File: config.mk
export PLATFORM = sky130hd
export DESIGN_NAME = gray_counter_n
export DESIGN_NICKNAME = d
export VERILOG_FILES = /design/src/rtl/uart_pkg.sv /design/src/rtl/gray_to_bin_n.sv /design/src/rtl/gray_counter_n.sv
export SDC_FILE = /design/constraint.sdc
export NUM_CORES = 1
export LEC_CHECK = 0
export BUFFER_PORTS_ARGS = -buffer_cell sky130_fd_sc_hd__buf_2
export CAP_MARGIN = 5
export CORE_MARGIN = 1
export CORE_UTILIZATION = 53
export DETAILED_ROUTE_END_ITERATION = 12
export PLACE_DENSITY = 0.83
export SYNTH_ARGS = -nofsm -noshare
export SYNTH_HDL_FRONTEND = slang
export SYNTH_SLANG_ARGS = --single-unit
File: constraint.sdc
create_clock -name i_clk -period 3.91 [get_ports i_clk]
set_input_delay 0.5865 -clock i_clk [delete_from_list [all_inputs] [get_ports i_clk]]
set_output_delay 0.5865 -clock i_clk [all_outputs]
set_load 0.01 [all_outputs]
File: src/rtl/uart_pkg.sv
// Definitions shared by the UART FIFO pointer logic: default pointer width
// and the binary-to-Gray conversion used by counters and full/empty compares.
package uart_pkg;

    localparam int PTR_W = 4;
    localparam int MAX_W = 16;

    // Works on the widest legal pointer; callers zero-extend and truncate back.
    function automatic logic [MAX_W-1:0] bin2gray(input logic [MAX_W-1:0] b);
        return b ^ (b >> 1);
    endfunction

endpackage

File: src/rtl/gray_to_bin_n.sv
// Combinational Gray-to-binary decoder: each binary bit is the XOR of all
// Gray bits at and above its position.
module gray_to_bin_n #(
    parameter int n = 4
) (
    input  logic [n-1:0] i_gray,
    output logic [n-1:0] o_bin
);

    for (genvar i = 0; i < n; i++) begin : g_bit
        assign o_bin[i] = ^(i_gray >> i);
    end

endmodule

File: src/rtl/gray_counter_n.sv
// n-bit up/down counter holding its value in both binary and Gray form, each
// in its own register, with a Gray-coded synchronous load and a wrap pulse.
module gray_counter_n
    import uart_pkg::*;
#(
    parameter int n       = PTR_W,
    parameter int RST_VAL = 0
) (
    input  logic         i_clk,
    input  logic         i_rst,
    input  logic         i_en,
    input  logic         i_up_dn,
    input  logic         i_load,
    input  logic [n-1:0] i_load_g,
    output logic [n-1:0] o_bin_out,
    output logic [n-1:0] o_gray_out,
    output logic [n-1:0] o_gray_next,
    output logic         o_wrap
);

    localparam logic [n-1:0] RST_BIN  = n'(RST_VAL);
    localparam logic [n-1:0] RST_GRAY = n'(bin2gray(16'(RST_BIN)));
    localparam logic [n-1:0] ONE      = n'(1'b1);
    localparam logic [n-1:0] ZERO     = {n{1'b0}};
    localparam logic [n-1:0] ALL_ONES = {n{1'b1}};

    logic [n-1:0] r_bin;
    logic [n-1:0] r_gray;
    logic         r_wrap;

    logic [n-1:0] w_load_bin;
    logic [n-1:0] w_next_bin;
    logic [n-1:0] w_next_gray;
    logic         w_next_wrap;

    gray_to_bin_n #(
        .n(n)
    ) u_load_dec (
        .i_gray(i_load_g),
        .o_bin (w_load_bin)
    );

    // Next-state selection: load beats step beats hold.
    always_comb begin
        w_next_bin  = r_bin;
        w_next_gray = r_gray;
        w_next_wrap = 1'b0;
        if (i_load) begin
            w_next_bin  = w_load_bin;
            w_next_gray = i_load_g;
        end else if (i_en) begin
            if (i_up_dn) begin
                w_next_bin  = r_bin + ONE;
                w_next_wrap = (r_bin == ALL_ONES);
            end else begin
                w_next_bin  = r_bin - ONE;
                w_next_wrap = (r_bin == ZERO);
            end
            w_next_gray = n'(bin2gray(16'(w_next_bin)));
        end else begin
            w_next_gray = r_gray;
        end
    end

    // Counter registers; the Gray copy is stored, not decoded, so it never glitches.
    always_ff @(posedge i_clk or posedge i_rst) begin
        if (i_rst) begin
            r_bin  <= RST_BIN;
            r_gray <= RST_GRAY;
            r_wrap <= 1'b0;
        end else begin
            r_bin  <= w_next_bin;
            r_gray <= w_next_gray;
            r_wrap <= w_next_wrap;
        end
    end

    assign o_bin_out   = r_bin;
    assign o_gray_out  = r_gray;
    assign o_gray_next = w_next_gray;
    assign o_wrap      = r_wrap;

endmodule

# ---- Word-level counts from Yosys, hierarchy flattened
# Cells that the tools add are included.
dict set report totals {
  ff_bits 9
  inputBits 9
  out_inout_bits 13
}
dict set report op_classes {
  add_sub_neg 2
  n_eq_ne 1
  n_mux 10
  n_bitwise 1
  reduce_logical 6
}
# operator n
set op_table {}
lappend op_table {{two-way mux 4 bit} 7}
lappend op_table {{parity 4 bit} 4}
lappend op_table {{adder 4 x 1 -> 4 bit, second input constant} 1}
lappend op_table {{equality test 4 bit, second input constant} 1}
lappend op_table {{logical NOT 4 bit} 1}
lappend op_table {{subtractor 4 x 1 -> 4 bit, second input constant} 1}
lappend op_table {{bitwise XOR 4 x 3 -> 4 bit} 1}
lappend op_table {{two-way mux 1 bit} 3}
lappend op_table {{nonzero test 2 bit} 1}

# ---- Depth between registers and ports, before layout
dict set report depth {
  word_depth 7
  depth_mapped 6
}

# ---- Cells and area by module
# From an unflattened synthesis, not the netlist that was laid out.
dict set report hier_totals {
  hier_cells 93
  area_unflattened_um2 804.5
}
# mod n_inst cells_per_inst area_each_um2 seq_area_each_um2
set by_module_without_submodules {}
lappend by_module_without_submodules {gray_counter_n 1 88 754.5 225.2}
lappend by_module_without_submodules {gray_to_bin_n 1 5 50.0 0.0}

# ---- Worst setup path after synthesis
# Ideal clock, no wire load.
dict set report synth_timing {
  kind {input -> output}
  start {input i_up_dn}
  end {output o_gray_next[2]}
  arrival_time_ns 1.961
  path_slack_ns 1.363
  path_stages 5
  n_path_buf 0
  path_cell_list {fa_1 > xnor2_2 > nor3b_1 > o41ai_1 > nand3_1}
}
dict set report synth_between {
  elab_chain_len 6
}
# element line_no
set synth_rtl {}
lappend synth_rtl {{start, declared} gray_counter_n.sv:12} ;# input logic i_up_dn,
lappend synth_rtl {{two-way mux 4 bit} gray_counter_n.sv:52} ;# if (i_up_dn) begin
lappend synth_rtl {{two-way mux 4 bit} gray_counter_n.sv:51} ;# end else if (i_en) begin
lappend synth_rtl {{two-way mux 4 bit} gray_counter_n.sv:48} ;# if (i_load) begin
lappend synth_rtl {{bitwise XOR 4 x 3 -> 4 bit} uart_pkg.sv:10} ;# return b ^ (b >> 1);
lappend synth_rtl {{two-way mux 4 bit} gray_counter_n.sv:51}
lappend synth_rtl {{two-way mux 4 bit} gray_counter_n.sv:48}
lappend synth_rtl {{end, declared} gray_counter_n.sv:17} ;# output logic [n-1:0] o_gray_next,
# Every way passes these cells. The select of a mux whose other input is x is not followed.

# ---- Final worst setup path
dict set report layout_timing {
  start {register r_bin[0] (netlist: o_bin_out[0])}
  end {output o_gray_next[2]}
}
dict set report layout_between {
  elab_chain_len 7
  elab_cells_between_ends 8
  cone_classes {add/sub: 2; mux: 5; bitwise: 1}
}
# element line_no
set layout_rtl {}
lappend layout_rtl {{start, declared} gray_counter_n.sv:27} ;# logic [n-1:0] r_bin;
lappend layout_rtl {{start signal, assigned} gray_counter_n.sv:72} ;# r_bin <= w_next_bin;
lappend layout_rtl {{subtractor 4 x 1 -> 4 bit / adder 4 x 1 -> 4 bit (equally long branches)} {gray_counter_n.sv:56, gray_counter_n.sv:53}}
lappend layout_rtl {{two-way mux 4 bit (*)} gray_counter_n.sv:52}
lappend layout_rtl {{two-way mux 4 bit (*)} gray_counter_n.sv:51}
lappend layout_rtl {{two-way mux 4 bit (*)} gray_counter_n.sv:48}
lappend layout_rtl {{bitwise XOR 4 x 3 -> 4 bit (*)} uart_pkg.sv:10}
lappend layout_rtl {{two-way mux 4 bit (*)} gray_counter_n.sv:51}
lappend layout_rtl {{two-way mux 4 bit (*)} gray_counter_n.sv:48}
# Mark *: on every way between the ends. The rest lies on a longest branch, timed or not. The select of a mux whose other input is x is not followed.

==> metrics <==
clk root buf=clkbuf_4; CP Class=reg -> out; placer congestion estimate=0.857; WP data arrival=2500 ps; worst path bufs/invs=2; IO Count=22; global-route congestion overflow total=0; core area=1190 sq um; Finished Layout Cells=122; largest family of logic cells by synthesized area=simple AND/OR/NAND/NOR gates; power per cell area=470 nW/um^2; post-synthesis mux area share=1.37%; largest net degree at the start of global routing=18; Slew Limit Fails=0; Tcrit/Tclk final=79.1%; commonest non-fill, non-tap cell in the layout=buf_2; CTS Hold Buffers Added=0; Post-Place Cell Area=825 sq um; die height=39.1 um; total global-route track usage=25.6%; Post-CTS Resized=0; critical path launch point type=flop; Vias=707; Ys Warns=0; fraction of layout cells with a size suffix above 1=25.9%; Worst-path clk slew=70 ps; most frequent cells in the layout=buf_2 (21), dfrtp_1 (9), inv_1 (8), a21oi_1 (8), nand2_1 (7); most used flip-flop cell after synthesis=dfrtp_1; post-place setup slack=885 ps; status=finished clean; Area Growth Syn to Fin=16.8%; Synth top area share=30.9%; crit-path max cell delay=500 ps; Compound-Gate Fraction of Synth Area=16.5%; Tmin final=3090 ps; unrepaired setup endpoints after global routing=false; Diodes inserted=0; Pleak=0.000411 uW; WP data required=3320 ps; Post-DP HPWL=1.23 mm; placed cells=118; sequential-to-total area share from yosys stat=30.9%; Crit path max-delay family=adder cells; nets=121; Hold Path Class=in -> async; Residual DRC=0; Final setup viols=0; H-Tree Depth=1; Post-Synth XOR/XNOR Area=11.7%; synthesized area=728 sq um; Routed Antenna Nets=0; Worst Path Max Fanout=7; Mean Syn Cell Area=8.27 sq um; Setup TNS=0 ps; Rel. slew slack=75.1%; die area=1530 sq um; Post-Synthesis Cells=88; Synth Area in Adders=6.19%; Iter 0 DRT Violations=38; PortBufs=21; Worst-Skew Late Latency=260 ps; Synth area leaders=dfrtp_1 (31%), a21oi_1 (5.5%), nor4_1 (4.3%), o21ai_0 (4.1%), inv_1 (4.1%); CTS Buffer Depth=2; CTS tree=done; post-DR wirelength/cell=13.4 um; Site Rows=12; maximum VDD drop=0.319 mV; ys async rst share=100%; antenna violations before repair=0; Total Wirelength=1.63 mm; final hold vios=0; Fillers=99; vias per cell=5.80; skew final=2.97 ps; CTS Buf Count=3; Post-Syn Nets=100; Max-cap violations=0; Fmax=323 MHz; number of synthesized flops with an enable pin=0; slowest stage cell on the critical path=fa_1; initial core utilization=61.4%; CP Cell Sequence=inv_1, fa_1, xnor2_2, nor3b_1, o41ai_1, nand3_1, buf_2; Worst Tran Pin Value=374 ps; post-synthesis cell type count=30; Setup crit end kind=output port; post-CTS setup buffers=0; DR pass1 iterations=4; first-pass GRT wire length=2.69 mm; final worst slack=819 ps; area leader, netlist=dfrtp_1; Clock Sinks=9; #FFs+latches synth=9; Die X=39.1 um; Post-Layout Inst Area=851 sq um; Post-Synth Simple-Gate Area=25.6%; vias in the first global route=651
==> flip-flops by register name, indices dropped and copies added (netlist names) <==
signal,flops
o_bin_out,4
o_wrap,1
o_gray_out,4
==> cell type report <==
| type | count | area (sq um) | area share (%) |
|---|---|---|---|
| Clock buffer | 4 | 26.3 | 3.09 |
| Inverter | 8 | 30.0 | 3.53 |
| Multi-Input combinational cell | 66 | 447 | 52.5 |
| Sequential cell | 9 | 225 | 26.5 |
| Tap cell | 14 | 17.5 | 2.06 |
| Timing Repair Buffer | 21 | 105 | 12.4 |
==> cell families (layout without fill, tap and decap cells) <==
kind of cell,Yosys count,count (layout)
compound gates,20,20
xor+xnor,8,8
fa+ha+maj,3,3
buf+inv,13,33
flops,9,9
mux,1,1
simple gates,34,34
==> Yosys cell counts, types with 3 or more instances <==
cell type  number
and3_1          3
nor3_1          3
dfrtp_1         9
nor4_1          5
o21ai_0         6
nor2_1          5
inv_1           8
xnor2_1         3
buf_2           3
nand2_1         7
nand3_1         4
xor2_1          3
a21oi_1         8
==> where the power goes <==
| part | switching [uW] | internal, uW | total [uW] | leakage [uW] |
|---|---|---|---|---|
| Combinational | 107 | 83.9 | 191 | 0.000287 |
| Sequential | 22.1 | 111 | 133 | 0.000109 |
| Clock | 36.3 | 39.4 | 75.7 | 0.0000150 |
==> per-layer routing <==
metal / up-vias / share of wire [%] / track usage, %
met2: 32 / 48 / 42.5
met5: - / 0 / 0
met3: 2 / 5.6 / 5.20
met1: 324 / 46 / 33.7
met4: 0 / 0.49 / 6.03
li1: 349 / - / -
==> path summary, 6_finish.rpt <==
kind                            cells after the start                      from  slack (ps)                       to
worst max-delay path                                7  o_bin_out[0]$_DFFE_PP0P_         820           o_gray_next[2]
max in group asynchronous                           2                     i_rst        3370         o_wrap$_DFF_PP0_
worst min-delay path                                2                     i_rst         280  o_gray_out[3]$_DFF_PP0_
worst min register to register                      2  o_bin_out[1]$_DFFE_PP0P_         610         o_wrap$_DFF_PP0_
worst max register to register                      6  o_bin_out[0]$_DFFE_PP0P_        1690  o_gray_out[2]$_DFF_PP0_
min in group i_clk                                  3               i_load_g[3]         590  o_gray_out[3]$_DFF_PP0_
==> per-stage QoR <==
stage / power, uW / utilization (%) / hold slack, ps
2_1_floorplan: 271 / - / 414
3_3_place_gp: 322 / 69.5 / 569
3_5_place_dp: 324 / 69.5 / 576
4_1_cts: 401 / 71.7 / 290
5_1_grt: 426 / 71.7 / 316
6_report: 399 / 71.7 / 276
(Power assumes the default switching activity.)
